`config.mk`:
```
export PLATFORM = sky130hd
export DESIGN_NAME = vram_fill_arbiter
export DESIGN_NICKNAME = d
export VERILOG_FILES = /design/src/rtl/vram_fill_arbiter.sv
export SDC_FILE = /design/constraint.sdc
export NUM_CORES = 1
export LEC_CHECK = 0
export ABC_AREA = 1
export BUFFER_PORTS_ARGS = -buffer_cell sky130_fd_sc_hd__buf_2
export CAP_MARGIN = 5
export CORE_MARGIN = 5
export CORE_UTILIZATION = 29
export CTS_CLUSTER_DIAMETER = 150
export DETAILED_ROUTE_END_ITERATION = 16
export PLACE_DENSITY = 0.6
export REMOVE_ABC_BUFFERS = 1
export SETUP_SLACK_MARGIN = 0.15
export SLEW_MARGIN = 25
export SYNTH_ARGS = -nofsm -noshare
export SYNTH_HDL_FRONTEND = slang
export SYNTH_SLANG_ARGS = --single-unit
```
`constraint.sdc`:
```
create_clock -name wclk -period 1.3 [get_ports wclk]
set_input_delay 0.26 -clock wclk [delete_from_list [all_inputs] [get_ports wclk]]
set_output_delay 0.26 -clock wclk [all_outputs]
set_load 0.02 [all_outputs]
```
`src/rtl/vram_fill_arbiter.sv`:
```
// Shares the VRAM write port between CPU accesses and a constant-pattern fill engine.
// Define VRAM_FILL_ARB_FAIR_EN to force a fill slot after FAIR_N consecutive CPU grants.
module vram_fill_arbiter #(
    parameter int VRAM_SIZE = 126,
    parameter int ADDR_W    = $clog2(VRAM_SIZE),
    parameter int FAIR_N    = 4
) (
    input  logic              wclk,
    input  logic              rst_n,
    input  logic              cpu_req,
    input  logic              cpu_we,
    input  logic [ADDR_W-1:0] cpu_addr,
    input  logic [7:0]        cpu_wdata,
    output logic              cpu_ready,
    output logic [7:0]        cpu_rdata,
    input  logic              fill_start,
    input  logic [ADDR_W-1:0] fill_base,
    input  logic [ADDR_W:0]   fill_len,
    input  logic [7:0]        fill_pattern,
    output logic              fill_busy,
    output logic              fill_done,
    output logic [ADDR_W-1:0] vram_addr,
    output logic [7:0]        vram_wdata,
    output logic              vram_wenable,
    input  logic [7:0]        vram_rdata
);

    typedef enum logic {
        IDLE,
        FILL
    } state_t;

    localparam logic [ADDR_W:0]   SIZE_L = (ADDR_W+1)'(VRAM_SIZE);
    localparam logic [ADDR_W-1:0] LAST_A = ADDR_W'(VRAM_SIZE - 1);
    localparam logic [ADDR_W:0]   ONE_L  = (ADDR_W+1)'(1);

    state_t            state_q, state_d;
    logic [ADDR_W-1:0] cur_addr_q, cur_addr_d;
    logic [ADDR_W:0]   remaining_q, remaining_d;
    logic [7:0]        pattern_q, pattern_d;
    logic              done_q, done_d;
    logic              in_fill;
    logic              fill_slot;
    logic              cpu_grant;

    assign in_fill = (state_q == FILL);

`ifdef VRAM_FILL_ARB_FAIR_EN
    localparam int SW = $clog2(FAIR_N + 1);
    localparam logic [SW-1:0] FAIR_MAX = SW'(FAIR_N);

    logic [SW-1:0] streak_q, streak_d;

    assign fill_slot = in_fill & (~cpu_req | (streak_q == FAIR_MAX));

    always_comb begin
        streak_d = '0;
        if (in_fill && !fill_slot) begin
            streak_d = cpu_grant ? streak_q + 1'b1 : streak_q;
        end
    end

    always_ff @(posedge wclk or negedge rst_n) begin
        if (!rst_n) begin
            streak_q <= '0;
        end else begin
            streak_q <= streak_d;
        end
    end
`else
    assign fill_slot = in_fill & ~cpu_req;
`endif

    assign cpu_grant = cpu_req & ~fill_slot;
    assign cpu_rdata = vram_rdata;
    assign fill_busy = in_fill;
    assign fill_done = done_q;

    always_comb begin
        vram_addr    = cpu_addr;
        vram_wdata   = cpu_wdata;
        vram_wenable = 1'b0;
        cpu_ready    = 1'b0;
        unique case (1'b1)
            fill_slot: begin
                vram_addr    = cur_addr_q;
                vram_wdata   = pattern_q;
                vram_wenable = 1'b1;
            end
            cpu_grant: begin
                vram_wenable = cpu_we;
                cpu_ready    = 1'b1;
            end
            default: ;
        endcase
    end

    always_comb begin
        state_d     = state_q;
        cur_addr_d  = cur_addr_q;
        remaining_d = remaining_q;
        pattern_d   = pattern_q;
        done_d      = 1'b0;
        unique case (state_q)
            IDLE: begin
                if (fill_start) begin
                    cur_addr_d  = fill_base;
                    pattern_d   = fill_pattern;
                    // Lengths past the VRAM size would only rewrite the same bytes
                    remaining_d = (fill_len > SIZE_L) ? SIZE_L : fill_len;
                    if (fill_len == '0) begin
                        done_d = 1'b1;
                    end else begin
                        state_d = FILL;
                    end
                end
            end
            FILL: begin
                if (fill_slot) begin
                    remaining_d = remaining_q - ONE_L;
                    cur_addr_d  = (cur_addr_q == LAST_A) ? '0
                                                         : cur_addr_q + 1'b1;
                    if (remaining_q == ONE_L) begin
                        state_d = IDLE;
                        done_d  = 1'b1;
                    end
                end
            end
            default: state_d = IDLE;
        endcase
    end

    always_ff @(posedge wclk or negedge rst_n) begin
        if (!rst_n) begin
            state_q     <= IDLE;
            cur_addr_q  <= '0;
            remaining_q <= '0;
            pattern_q   <= '0;
            done_q      <= 1'b0;
        end else begin
            state_q     <= state_d;
            cur_addr_q  <= cur_addr_d;
            remaining_q <= remaining_d;
            pattern_q   <= pattern_d;
            done_q      <= done_d;
        end
    end

endmodule

```
==> results.sh, run 1 <==
export IMPL_synthDistinctLibCells=26
export IMPL_path_max_fanout=8
export IMPL_hpwl_um=3560
export IMPL_start_util_pct=29.9
export IMPL_finClkSkew_ns=0.00348
export IMPL_irDropWorstVdd_mv=0.612
export IMPL_cts_root_buf="clkbuf_8"
export IMPL_rows=28
export IMPL_worst_pin_slew_ns=0.300
export IMPL_grtUsageTotal_pct=12.6
export IMPL_fmax_mhz=615
export IMPL_drc=0
export IMPL_syn_inst=222
export IMPL_critPathArrivalTime_ns=1.37
export IMPL_synthMuxAreaShare_pct=13.6
export IMPL_finalHoldViolCount=0
export IMPL_grt_pass1_vias=1767
export IMPL_critPathLaunchType="flip-flop"
export IMPL_wl_per_cell_um=12.4
export IMPL_synth_xor_area_share_pct=0.991
export IMPL_intPower_uw=2920
export IMPL_dieWidth_um=88.1
export IMPL_clk_pin_slew_ns=0.09
export IMPL_synth_ff_type="dfrtp_1"
export IMPL_synth_top_family_by_area="simple AND/OR/NAND/NOR gates"
export IMPL_seq_area_um2=626
export IMPL_multiInputGateArea_um2=1000
export IMPL_p_leak_uw=0.00135
export IMPL_maxCapViolCount=0
export IMPL_insertion_delay_ns=0.27
export IMPL_cts_sink_count=25
export IMPL_coreArea_um2=5920
export IMPL_status="finished, violations left"
export IMPL_htreeDepth=1
export IMPL_layout_drive_gt1_share_pct=43.1
export IMPL_dr_pass1_iters=4
export IMPL_synth_cell_area_um2=1770
export IMPL_required_ns=1.04
export IMPL_vias_per_cell=4.52
export IMPL_antenna_found_initial=0
export IMPL_numCtsBuffers=3
export IMPL_wirelength_um=4710
export IMPL_synthArstFlopShare_pct=100
export IMPL_whs_ns=0.217
export IMPL_drtIter0Drc=33
export IMPL_cts_tree="built"
export IMPL_rsz0062_at_grt="true"
export IMPL_dieHeight_um=88.1
export IMPL_ys_seq_area_share_pct=35.4
export IMPL_vias=1713
export IMPL_final_setup_viol_count=42
export IMPL_clock_path_buffers=2
export IMPL_nNetsFinal=360
export IMPL_synth_edf_count=0
export IMPL_power_frac_seq_pct=27.8
export IMPL_synthAdderAreaFrac_pct=2.83
export IMPL_end_kind="output port"
export IMPL_place_ws_ns=-0.138
export IMPL_design_die_area_um2=7760
export IMPL_violations="setup timing"
export IMPL_min_period_ns=1.63
export IMPL_max_slew_margin_rel_pct=80.0
export IMPL_io_pins=78
export IMPL_n_antenna_cell=0
export IMPL_post_route_period_util_pct=125
export IMPL_comb_power_share_pct=62.6
export IMPL_areaGrowthSynthToFinish_pct=46.1
export IMPL_yosys_area_share_simple_pct=25.4
export IMPL_drv_slew=0
export IMPL_synth_seq_cells=25
export IMPL_clkPwrFrac_pct=9.5
export IMPL_overflow=0
export IMPL_power_switching_uw=2080
export IMPL_grt_pass1_wl_um=7870
export IMPL_syn_avg_cell_area_um2=7.96
export IMPL_gp_congestion=0.795
export IMPL_grt_max_degree=16
export IMPL_hp_class="in2reg"
export IMPL_place_port_buffers=61
export IMPL_fillers=624
export IMPL_powerDensity_nw_per_um2=1940
export IMPL_final_core_utilization_pct=43.6
export IMPL_path_class="reg2out"
export IMPL_synth_compound_area_share_pct=10.0
export IMPL_ys_warn_count=0
export IMPL_power_switching_share_pct=41.5
export IMPL_ant_nets=0
export IMPL_layout_setup_ws_ns=-0.325
[cell families after synthesis]
logic type	after synthesis
adder cells (fa/ha/maj)	4
XOR/XNOR	2
buffers and inverters	37
multiplexers	18
flip-flops	25
AND/OR/NAND/NOR	104
AO/OA/AOI/OAI	32
[routing by layer]
metal	track usage, %	wire, µm	vias to the layer above
li1	-	-	882
met1	15.5	2010	771
met2	22.7	2340	58
met3	2.82	350	2
met4	2.47	18	0
met5	0	0	-
[final timing paths]
kind	startpoint	endpoint	slack [ns]	cells after the start
setup / recovery	fill_busy$_DFF_PN0_	vram_wdata[3]	-0.33	4
hold / removal	fill_pattern[2]	pattern_q[2]$_DFFE_PN0P_	0.22	2
setup reg to reg	fill_busy$_DFF_PN0_	pattern_q[1]$_DFFE_PN0P_	-0.16	6
hold reg to reg	pattern_q[5]$_DFFE_PN0P_	pattern_q[5]$_DFFE_PN0P_	0.52	1
max in group asynchronous	rst_n	cur_addr_q[6]$_DFFE_PN0P_	0.52	3
min in group asynchronous	rst_n	cur_addr_q[5]$_DFFE_PN0P_	0.41	2
[repair_timing]
| action | in CTS | in global routing |
|---|---|---|
| resized for setup | 38 | 12 |
| hold endpoints to repair | 11 | 0 |
| pin swaps | 3 | 3 |
| buffers inserted | 6 | 2 |
| endpoints found under the setup margin | 42 | 42 |
| gates cloned | 1 | 0 |
| hold buffers | 1 | 0 |
[layout make-up]
| class | instances | area share [%] |
|---|---|---|
| Clock inverter | 1 | 0.291 |
| Sequential cell | 25 | 24.2 |
| Clock buffer | 3 | 1.60 |
| Tap cell | 75 | 3.63 |
| Multi-Input combinational cell | 160 | 38.9 |
| Inverter | 22 | 3.68 |
| Timing Repair Buffer | 93 | 27.7 |
[power groups by stage]
stage	Combinational, µW	Sequential (µW)	Clock [µW]
final	3130	1390	477
after global routing	3470	1450	527
after CTS	3030	1390	506
after detailed placement	2590	1410	0
after global placement	2540	1400	0
after floorplan	1650	1390	0
[stage by stage]
step | setup TNS (ns) | instances | instance area (µm²) | power (µW)
2_1_floorplan | -7.43 | 207 | 1640 | 3040
3_3_place_gp | -2.19 | 365 | 2260 | 3940
3_5_place_dp | -2.53 | 365 | 2260 | 4000
4_1_cts | -6.63 | 377 | 2520 | 4930
5_1_grt | -8.95 | 379 | 2580 | 5450
6_report | -6.41 | 379 | 2580 | 5000
[Yosys cell counts, types with 2 or more instances]
cell	instances	share of area, %
nand2_1	55	12
dfrtp_1	25	35
nor2_1	22	4.7
o21ai_0	21	5.9
inv_1	20	4.2
nand3_1	16	4.5
mux2_4	10	8.5
buf_4	8	3.4
mux2_2	8	5.1
buf_6	5	3.2
a21oi_1	4	1.1
ha_1	4	2.8
nor3_1	4	1.1
nand2_4	3	1.9
a22oi_1	2	0.85
inv_2	2	0.42
nand4_1	2	0.71
o211ai_1	2	0.85
xor2_1	2	0.99
[worst max-delay path, stage by stage, from the launching register on]
cell     delay, ns
dfrtp_1       0.42
nand2_4       0.11
buf_12        0.13
mux2_4        0.29
buf_2         0.16
[layout by cell type (no fill, tap or decap), types with 3 or more instances in the layout]
cell	Yosys	final
a21oi_1	4	3
buf_12	0	5
buf_2	1	52
buf_4	8	21
buf_6	5	11
clkbuf_8	0	3
dfrtp_1	25	25
ha_1	4	4
inv_1	20	20
mux2_2	8	8
mux2_4	10	10
nand2_1	55	55
nand3_1	16	14
nor2_1	22	21
nor3_1	4	3
o21ai_0	21	13
o21ai_1	0	6
[sequential cells by signal (all words and copies together), names as in the netlist]
signal / cells
fill_busy: 1
fill_done: 1
remaining_q: 8
cur_addr_q: 7
pattern_q: 8
(Power assumes the default switching activity.)
==> inputs of run 2 (changes only) <==
- CORE_ASPECT_RATIO: not set -> 0.6
==> results.sh, run 2 (synthesized netlist as in run 1, its figures left out) <==
export IMPL_grtUsageTotal_pct=11.9
export IMPL_cts_tree="built"
export IMPL_biggestRegsByFlops="pattern_q (8), remaining_q (8), cur_addr_q (7)"
export IMPL_numCtsBuffers=3
export IMPL_ant_nets=0
export IMPL_overflow=0
export IMPL_finalPower_uw=5240
export IMPL_dr_pass1_iters=4
export IMPL_violations="setup timing"
export IMPL_htreeDepth=1
export IMPL_io_pins=78
export IMPL_power_switching_share_pct=43.1
export IMPL_min_from="fill_pattern[4]"
export IMPL_layout_setup_ws_ns=-0.339
export IMPL_timing_rr_start="fill_busy$_DFF_PN0_"
export IMPL_powerDensity_nw_per_um2=2000
export IMPL_insertion_delay_ns=0.27
export IMPL_end_kind="output port"
export IMPL_vias_per_cell=4.54
export IMPL_start_util_pct=29.3
export IMPL_dieHeight_um=70.5
export IMPL_critPathArrivalTime_ns=1.38
export IMPL_path_max_fanout=9
export IMPL_p_leak_uw=0.00132
export IMPL_cts_root_buf="clkbuf_8"
export IMPL_rsz0062_at_grt="true"
export IMPL_drtIter0Drc=85
export IMPL_min_delay_path_depth=2
export IMPL_grt_pass1_wl_um=7820
export IMPL_rows=22
export IMPL_max_slew_margin_rel_pct=62.7
export IMPL_vias=1742
export IMPL_r2r_slack_ns=-0.22
export IMPL_drv_slew=0
export IMPL_reg2reg_to="remaining_q[3]$_DFFE_PN0P_"
export IMPL_areaGrowthSynthToFinish_pct=47.9
export IMPL_coreArea_um2=6030
export IMPL_critPathLaunchType="flip-flop"
export IMPL_finalHoldViolCount=0
export IMPL_clkPwrFrac_pct=9.0
export IMPL_path_class="reg2out"
export IMPL_place_port_buffers=61
export IMPL_power_switching_uw=2260
export IMPL_n_antenna_cell=0
export IMPL_clock_path_buffers=2
export IMPL_design_die_area_um2=7810
export IMPL_hp_class="in2reg"
export IMPL_post_route_period_util_pct=126
export IMPL_dieWidth_um=111
export IMPL_clk_pin_slew_ns=0.09
export IMPL_antenna_found_initial=0
export IMPL_min_period_ns=1.64
export IMPL_worst_pin_slew_ns=0.559
export IMPL_power_frac_seq_pct=27.5
export IMPL_final_core_utilization_pct=43.4
export IMPL_layout_drive_gt1_share_pct=49.0
export IMPL_maxCapViolCount=0
export IMPL_required_ns=1.04
export IMPL_nNetsFinal=356
export IMPL_irDropWorstVdd_mv=0.746
export IMPL_wirelength_um=4950
export IMPL_gp_congestion=0.816
export IMPL_hold_path_end="pattern_q[4]$_DFFE_PN0P_"
export IMPL_r2r_worst_path_cells=9
export IMPL_hpwl_um=3670
export IMPL_fmax_mhz=610
export IMPL_final_setup_viol_count=34
export IMPL_comb_power_share_pct=63.5
export IMPL_cts_sink_count=25
export IMPL_layout_common_cells="50 x nand2_1, 50 x buf_2, 25 x dfrtp_1"
export IMPL_drc=0
export IMPL_grt_max_degree=26
export IMPL_finClkSkew_ns=0.00469
export IMPL_grt_pass1_vias=1707
export IMPL_wl_per_cell_um=12.9
export IMPL_intPower_uw=2980
export IMPL_status="finished, violations left"
## run 2: how the worst max path moves through the flow
stage	from	cells past startpoint	end
after floorplan	fill_busy$_DFF_PN0_	2	vram_addr[0]
after global placement	cpu_req	6	vram_addr[2]
after detailed placement	cpu_req	6	vram_wdata[1]
after CTS	fill_busy$_DFF_PN0_	4	vram_wdata[1]
after global routing	fill_busy$_DFF_PN0_	6	vram_addr[1]
final	fill_busy$_DFF_PN0_	4	vram_wdata[7]
## run 2: final cells by class
type | instances | area [µm²]
Tap cell | 84 | 105
Multi-Input combinational cell | 161 | 1090
Clock buffer | 3 | 41.3
Fill cell | 606 | 3410
Sequential cell | 25 | 626
Clock inverter | 1 | 7.51
Inverter | 22 | 92.6
Timing Repair Buffer | 88 | 654
## run 2: power groups by stage
stage,combinational (µW),clock [µW],sequential [µW]
6_report,3320,473,1440
5_1_grt,3650,530,1480
4_1_cts,2940,494,1430
3_5_place_dp,2610,0,1430
3_3_place_gp,2560,0,1420
2_1_floorplan,1650,0,1390
## run 2: critical path, cell delays in order, from the launching register on
cell,delay [ns]
dfrtp_1,0.41
nand2_4,0.11
buf_12,0.14
mux2_4,0.30
buf_6,0.13
## run 2: metrics by stage
step	worst slack, ns	area (µm²)	hold slack [ns]	TNS [ns]	std cells
3_3_place_gp	-0.0841	2250	0.290	-1.01	372
2_1_floorplan	-0.430	1640	-0.0356	-7.43	207
3_5_place_dp	-0.0859	2250	0.289	-1.16	372
5_1_grt	-0.406	2620	0.203	-10.43	384
4_1_cts	-0.368	2450	0.211	-5.14	379
6_report	-0.339	2620	0.214	-7.67	384
## run 2: repair_timing
action / 4_1_cts / 5_1_grt
pin swaps: 7 / 8
setup endpoints to repair: 42 / 42
hold buffers: 1 / 0
hold endpoints to repair: 24 / 0
cloned: 0 / 2
gates resized for setup: 41 / 34
buffers inserted: 2 / 3
## run 2: layer usage
layer	wire length, µm	GRT usage [%]	vias to the layer above
met5	0	0	-
met4	41	0.820	0
met3	344	4.85	6
met2	2100	18.0	73
met1	2460	16.6	783
li1	-	-	880
